--- src/rtl/clk_gate_pkg.sv ---
// Shared types and constants for the clock-branch gating controller.
// State encoding, default settling/idle times and the wake counter width.
package clk_gate_pkg;

  typedef enum logic [1:0] {
    ST_OFF  = 2'd0,
    ST_WAKE = 2'd1,
    ST_ON   = 2'd2,
    ST_IDLE = 2'd3
  } cg_state_e;

  localparam int DEF_WAKE_CYCLES = 2;
  localparam int DEF_IDLE_CYCLES = 8;
  localparam int WAKE_CNT_W      = 16;

endpackage

--- src/rtl/cg_timer.sv ---
// Loadable down-counter shared by the wake-up settling and idle-timeout phases.
// Load takes priority over decrement; the count never wraps below zero.
module cg_timer #(
  parameter int W = 4
) (
  input  logic         clk_in,
  input  logic         rst_n,
  input  logic         load,
  input  logic [W-1:0] load_val,
  input  logic         dec,
  output logic         zero
);

  logic [W-1:0] cnt_r;

  // Count register: load, decrement or hold.
  always_ff @(posedge clk_in or negedge rst_n) begin
    if (!rst_n) begin
      cnt_r <= {W{1'b0}};
    end else if (load) begin
      cnt_r <= load_val;
    end else if (dec && (cnt_r != {W{1'b0}})) begin
      cnt_r <= cnt_r - {{(W-1){1'b0}}, 1'b1};
    end else begin
      cnt_r <= cnt_r;
    end
  end

  assign zero = (cnt_r == {W{1'b0}});

endmodule

--- src/rtl/clk_gate_ctrl.sv ---
// Sequences the enable of a gated clock branch for NUM_REQ requesters:
// wake-up settling before grants, idle hold-off before gating off.
module clk_gate_ctrl
  import clk_gate_pkg::*;
#(
  parameter int NUM_REQ     = 4,
  parameter int WAKE_CYCLES = DEF_WAKE_CYCLES,
  parameter int IDLE_CYCLES = DEF_IDLE_CYCLES
) (
  input  logic                  clk_in,
  input  logic                  rst_n,
  input  logic [NUM_REQ-1:0]    req,
  input  logic                  force_on,
  output logic [NUM_REQ-1:0]    ack,
  output logic                  clk_en,
  output logic                  clk_on,
  output logic [WAKE_CNT_W-1:0] wake_cnt
);

  localparam int MAX_CYC = (WAKE_CYCLES > IDLE_CYCLES) ? WAKE_CYCLES : IDLE_CYCLES;
  localparam int TW      = $clog2(MAX_CYC + 1);
  localparam logic [TW-1:0]         WAKE_LOAD    = TW'(WAKE_CYCLES - 1);
  localparam logic [TW-1:0]         IDLE_LOAD    = TW'(IDLE_CYCLES - 1);
  localparam logic [WAKE_CNT_W-1:0] WAKE_CNT_MAX = {WAKE_CNT_W{1'b1}};

  cg_state_e             state_r, state_s;
  logic [NUM_REQ-1:0]    ack_r, ack_s;
  logic                  clk_en_r, clk_on_r;
  logic [WAKE_CNT_W-1:0] wake_cnt_r;
  logic                  any_s, tmr_load_s, tmr_dec_s, tmr_zero_s, wake_inc_s;
  logic [TW-1:0]         tmr_val_s;

  assign any_s = (|req) | force_on;

  cg_timer #(.W(TW)) u_timer (
    .clk_in   (clk_in),
    .rst_n    (rst_n),
    .load     (tmr_load_s),
    .load_val (tmr_val_s),
    .dec      (tmr_dec_s),
    .zero     (tmr_zero_s)
  );

  // Next-state, timer control and grant decode.
  always_comb begin
    state_s    = state_r;
    tmr_load_s = 1'b0;
    tmr_val_s  = {TW{1'b0}};
    tmr_dec_s  = 1'b0;
    wake_inc_s = 1'b0;
    case (state_r)
      ST_OFF: begin
        if (any_s) begin
          state_s    = ST_WAKE;
          tmr_load_s = 1'b1;
          tmr_val_s  = WAKE_LOAD;
          wake_inc_s = 1'b1;
        end else begin
          state_s = ST_OFF;
        end
      end
      // Settling is never aborted; a vanished request is handled from ON.
      ST_WAKE: begin
        if (tmr_zero_s) begin
          state_s = ST_ON;
        end else begin
          tmr_dec_s = 1'b1;
        end
      end
      ST_ON: begin
        if (!any_s) begin
          state_s    = ST_IDLE;
          tmr_load_s = 1'b1;
          tmr_val_s  = IDLE_LOAD;
        end else begin
          state_s = ST_ON;
        end
      end
      // A returning request beats a simultaneous timeout.
      ST_IDLE: begin
        if (any_s) begin
          state_s = ST_ON;
        end else if (tmr_zero_s) begin
          state_s = ST_OFF;
        end else begin
          tmr_dec_s = 1'b1;
        end
      end
      default: begin
        state_s = ST_OFF;
      end
    endcase
    ack_s = (state_r == ST_ON) ? req : {NUM_REQ{1'b0}};
  end

  // State and registered outputs; clk_en only moves on the rising edge.
  always_ff @(posedge clk_in or negedge rst_n) begin
    if (!rst_n) begin
      state_r  <= ST_OFF;
      ack_r    <= {NUM_REQ{1'b0}};
      clk_en_r <= 1'b0;
      clk_on_r <= 1'b0;
    end else begin
      state_r  <= state_s;
      ack_r    <= ack_s;
      clk_en_r <= (state_s != ST_OFF);
      clk_on_r <= (state_s == ST_ON);
    end
  end

  // Saturating count of wake-ups.
  always_ff @(posedge clk_in or negedge rst_n) begin
    if (!rst_n) begin
      wake_cnt_r <= {WAKE_CNT_W{1'b0}};
    end else if (wake_inc_s && (wake_cnt_r != WAKE_CNT_MAX)) begin
      wake_cnt_r <= wake_cnt_r + {{(WAKE_CNT_W-1){1'b0}}, 1'b1};
    end else begin
      wake_cnt_r <= wake_cnt_r;
    end
  end

  assign ack      = ack_r;
  assign clk_en   = clk_en_r;
  assign clk_on   = clk_on_r;
  assign wake_cnt = wake_cnt_r;

endmodule

--- config.mk ---
export PLATFORM = sky130hd
export DESIGN_NAME = clk_gate_ctrl
export DESIGN_NICKNAME = d
export VERILOG_FILES = /design/src/rtl/clk_gate_pkg.sv /design/src/rtl/cg_timer.sv /design/src/rtl/clk_gate_ctrl.sv
export SDC_FILE = /design/constraint.sdc
export NUM_CORES = 1
export LEC_CHECK = 0
export CAP_MARGIN = 20
export CORE_ASPECT_RATIO = 0.75
export CORE_UTILIZATION = 43
export CTS_BUF_LIST = sky130_fd_sc_hd__clkbuf_2
export DETAILED_ROUTE_END_ITERATION = 10
export PLACE_DENSITY = 0.69
export REMOVE_ABC_BUFFERS = 1
export SETUP_SLACK_MARGIN = 0.05
export SYNTH_ARGS = -nofsm -noshare
export SYNTH_HDL_FRONTEND = slang
export SYNTH_HIERARCHICAL = 1
export SYNTH_SLANG_ARGS = --single-unit
--- constraint.sdc ---
create_clock -name clk_in -period 4.05 [get_ports clk_in]
set_clock_uncertainty 0.15 [all_clocks]
set_input_delay 0.405 -clock clk_in [delete_from_list [all_inputs] [get_ports clk_in]]
set_output_delay 0.405 -clock clk_in [all_outputs]
set_load 0.005 [all_outputs]
# Word-level counts from Yosys, hierarchy flattened
# Cells that the tools add are included.
# W data, S select, Z words.
[word_totals]
regBits = 28
latch_bits = 0
mem_bits_rw = 0
romBits = 0
inputBits = 7
wordCells = 41
n_memories = 0
[op_classes]
n_addsub = 2
multipliers = 0
div_mod_pow = 0
order_cmp = 0
eq_ne = 5
shift = 0
muxes = 19
bitwise = 1
n_reduce_logical = 8
[ops]
columns = ["operator", "n"]
rows = [
  ["$add A16 B1 Y16 const B", 1],
  ["$ne A16 B16 Y1 const B", 1],
  ["$mux W4", 3],
  ["$mux W1", 8],
  ["$pmux W2 S4", 1],
  ["$eq A2 B2 Y1 const B", 3],
  ["$mux W2", 3],
  ["$pmux W3 S2", 1],
  ["$logic_not A4 Y1", 1],
  ["$pmux W1 S2", 2],
  ["$reduce_bool A2 Y1", 2],
  ["$reduce_bool A4 Y1", 1],
  ["$reduce_or A4 Y1", 1],
  ["$sub A4 B1 Y4 const B", 1],
  ["$mux W3", 1],
  ["$eq A2 B1 Y1 const B", 1],
  ["$logic_and A1 B1 Y1", 2],
  ["$logic_not A2 Y1", 1],
  ["$or A1 B1 Y1", 1],
]

# Longest topological paths before layout
[logic_depth]
ltp_word = 7
mapped_depth = 7

# Modules after synthesis
# Netlist, hierarchy kept.
[modules_own_cells]
columns = ["mod", "n_inst", "cells_each", "area_per_inst_um2", "seq_area_each_um2"]
rows = [
  ["clk_gate_ctrl", 1, 98, 1124.8, 600.6],
  ["cg_timer", 1, 27, 270.3, 100.1],
]

# Worst setup path before layout
# No wires, ideal clock.
[synth_path]
kind = "input to register"
startpoint = "input port req[1]"
endpoint = "register u_timer.cnt_r[1]"
setup_time_ns = 0.080
arrival_ns = 2.161
slack_ns = 1.659
stages = 7
cell_sequence = "or4_4 -> nor2_1 -> xor2_1 -> nor2_1 -> buf_6 -> or4_1 -> o211ai_2"
[synth_lines]
columns = ["item", "line", "rtl"]
rows = [
  ["from (decl)", "clk_gate_ctrl.sv:12", "input logic [NUM_REQ-1:0] req,"],
  ["$reduce_or A4 Y1 *", "clk_gate_ctrl.sv:33", "assign any_s = (|req) | force_on;"],
  ["$or A1 B1 Y1 *", "clk_gate_ctrl.sv:33", ""],
  ["$mux W1, on equally long branches", "clk_gate_ctrl.sv:71, clk_gate_ctrl.sv:53", ""],
  ["$pmux W1 S2 *", "clk_gate_ctrl.sv:51", "case (state_r)"],
  ["via tmr_load_s", "clk_gate_ctrl.sv:30", "logic any_s, tmr_load_s, tmr_dec_s, tmr_zero_s, wake_inc_s;"],
  ["$mux W4 or $reduce_bool A2 Y1 (tied branches)", "--", ""],
  ["to (signal assigned)", "cg_timer.sv:19", "cnt_r <= {W{1'b0}};"],
  ["to (signal assigned)", "cg_timer.sv:21", "cnt_r <= load_val;"],
  ["to (signal assigned)", "cg_timer.sv:23", "cnt_r <= cnt_r - {{(W-1){1'b0}}, 1'b1};"],
  ["to (decl)", "cg_timer.sv:14", "logic [W-1:0] cnt_r;"],
]
# The timed path passes the listed nets; every way through them passes the cells marked *.
# A chain may end at the register's enable or synchronous reset.

# Worst setup path after layout
[layout_path]
startpoint = "input port req[1]"
endpoint = "register u_timer.cnt_r[3]"
# Same word-level chain as after synthesis.

==> run summary <==
Outcome = completed
Synth Instances = 125
Register bit total from synthesis = 28
Synth Area in Compound Gates = 8.430%
P per Cell Area = 336.5 nW/um^2
Max-cap violation count = 0
Drc violations = 0
Setup crit start kind = primary input
Dominant combinational cell family by area after synthesis = simple AND/OR/NAND/NOR gates
Ant. Diodes = 0
Slowest stage delay, CP = 590 ps
Max Slew Vio Count = 0
Gpl congestion = 0.8022
Core Area = 3020 um^2
Final WS setup = 1443 ps
P_int = 0.4383 mW
Register area share after synthesis = 50.22%
Post-route cell area = 1767 um^2
Clock root cell = clkbuf_2
Ys flop type = dfrtp_1
Via-to-Cell Ratio = 5.590
Yosys top cell by area = dfrtp_1
Logic pwr share = 17.0%
XOR/XNOR Fraction of Synth Area = 10.04%
Via Count = 1090
TritonCTS clock tree = done
Num CTS Buffers = 3
Critical Path Sink Type = flop
RSZ-0062 raised after global routing = false
Die height = 51.33 um
Leak = 0.8006 nW
Antenna-violating nets left = 0
Most frequent cell after synthesis = dfrtp_1
Clock slew at reported path FFs = 280 ps
Post-synth top area share = 50.22%
Remaining global-route overflow = 0
Tmin final = 2607 ps
Final WL = 3019 um
Die width = 67.77 um
DRT iter0 DRCs = 59
IO Pins = 29
Hold Slack = 187.3 ps
Final Hold Vio Count = 0
Layout cells sized above 1 = 10.19%
Final setup TNS = 0 ps
CP cell instances = clkdlybuf4s50_1 -> or4_4 -> nor2_1 -> xor2_1 -> nor2_1 -> nor3_1 -> a221o_1
Pin count of the biggest net entering global routing = 29
Leading post-synthesis cells by cell area = dfrtp_1, xor2_1, and2_1, nor4_1, nor3_1
Distinct cells, synth = 41
CTS Hold Bufs = 0
Sequential cell area = 700.7 um^2
CP required = 4210 ps
Sequential share of power = 54.1%
First-pass GRT wire length = 4698 um
I/O Buffers = 28
Fill cell count = 256
Worst Path Arrival = 2770 ps
EDFF count, synth = 0
Min-Delay Path Class = primary input to asynchronous set/reset pin
CP Class = primary input to flop
Placed cell area = 1714 um^2
Clock power share = 28.9%
Setup-failing EPs final = 0
Crit path top cell by count = nor2_1
Worst vdd ir = 208.6 uV
Fraction of synthesized area in multiplexers = 1.076%
Yosys warning total = 6
Num rows = 17
Simple-Gate Fraction of Synth Area = 26.19%
DRT Pass-1 Iters = 4
Slew headroom = 60.91%
Fmax = 383.6 MHz
Post CTS Setup Buffer Count = 0
Avg Cell Area, Syn = 11.16 um^2
Average wire per standard cell = 15.48 um
Initial core utilization = 46.19%
Slowest CP cell = or4_4
Post_cts resized = 0
Clock latency on the worst-skew pair = 380 ps
Initial antenna violation count = 0
Synth cell count leaders = dfrtp_1, xor2_1, nand2_1
Switching Share = 26.28%
Vias in the first global route = 961
Area grow syn2layout = 26.64%
Total Routing Usage GR = 18.98%
Worst-path fanout max = 11
Adder-cell share of the synthesized area = 1.794%
Multi-input logic area = 666.9 um^2
Mapped Area = 1395 um^2
Async SR Flop Fraction = 100.0%
Die area = 3479 um^2
CTS Sinks = 28
Final Net Count = 167
Maximum clock path buffer count = 2
H-tree Lvls = 1
Period Utilization, post-route = 64.37%
Worst slack at placement = 1016 ps
Worst-Margin Slew = 584.1 ps
HPWL Detailed = 2142 um
NetSw = 0.1562 mW
-- flip-flops by register name (all words and copies together), names as in the netlist --
signal and count:
wake_cnt 16, clk_en 1, clk_on 1, u_timer/cnt_r 4
ack 4, state_r 2
-- layout make-up --
cell class,count,share of cell area [%]
tap,38,2.691
multi-input combinational,92,37.75
clock inverter,1,1.700
timing repair buffer,30,16.71
inverter,3,0.6374
clock buffer,3,0.8499
sequential,28,39.66
-- worst max-delay path: cells and delay by family --
kind                   cells  cell delay (ps)
AO/OA/AOI/OAI              1              360
XOR/XNOR                   1              130
buffers and inverters      1              430
AND/OR/NAND/NOR            4             1430
-- path summary, 6_finish.rpt --
kind | endpoint | startpoint | depth (start not counted) | slack, ps
min in group clk_in | wake_cnt[15] | wake_cnt[15] | 1 | 370
max in group asynchronous | u_timer/cnt_r[0] | rst_n | 2 | 3280
min reg2reg | wake_cnt[15] | wake_cnt[15] | 1 | 370
max | u_timer/cnt_r[3] | req[1] | 7 | 1440
max reg2reg | u_timer/cnt_r[2] | u_timer/cnt_r[0] | 7 | 1800
min | ack[2] | rst_n | 2 | 190
-- cells by family after synthesis --
logic type               after synthesis
multiplexers                           1
AO/OA/AOI/OAI                         15
flip-flops                            28
buffers and inverters                  5
other                                  1
XOR/XNOR                              16
AND/OR/NAND/NOR                       57
adder cells (fa/ha/maj)                2
-- placed cells by master (no fill, tap or decap), types with 2 or more instances in the layout --
cell type / Yosys / routed
nand3_1: 5 / 5
o21ai_0: 5 / 5
nor3b_1: 3 / 3
nand2_1: 7 / 7
and3_1: 2 / 2
inv_1: 3 / 3
nor4b_1: 2 / 2
xor2_1: 16 / 16
nor3_1: 6 / 6
and2_1: 6 / 6
a21oi_1: 3 / 3
clkbuf_2: 0 / 3
nand4_1: 2 / 2
clkdlybuf4s50_1: 0 / 28
nor4_1: 5 / 5
nor2_1: 5 / 5
dfrtp_1: 28 / 28
ha_1: 2 / 2
-- power by group through the flow --
| stage | sequential [mW] | clock [mW] | combinational (mW) |
|---|---|---|---|
| 3_5_place_dp | 0.325 | 0 | 0.101 |
| 2_1_floorplan | 0.321 | 0 | 0.0579 |
| 5_1_grt | 0.323 | 0.186 | 0.113 |
| 3_3_place_gp | 0.323 | 0 | 0.0965 |
| 4_1_cts | 0.321 | 0.174 | 0.102 |
| 6_report | 0.322 | 0.172 | 0.101 |
-- per-layer routing --
| layer | up-vias | wire (um) | global-route usage (%) | part of all wire (%) |
|---|---|---|---|---|
| met5 | - | 0 | 0 | 0 |
| met4 | 0 | 37 | 5.556 | 1.2 |
| met3 | 4 | 154 | 5.357 | 5.1 |
| met2 | 40 | 1360 | 28.05 | 45 |
| met1 | 535 | 1467 | 26.85 | 49 |
| li1 | 511 | - | - | - |
-- stage by stage --
step           power (mW)  cells  utilization [%]
6_report           0.5945    195            58.49
2_1_floorplan      0.3793    123                -
3_3_place_gp       0.4191    190            56.75
5_1_grt            0.6227    195            58.49
3_5_place_dp       0.4266    190            56.75
4_1_cts            0.5970    194            58.24
Note: power is estimated with default switching activity, not from simulation.
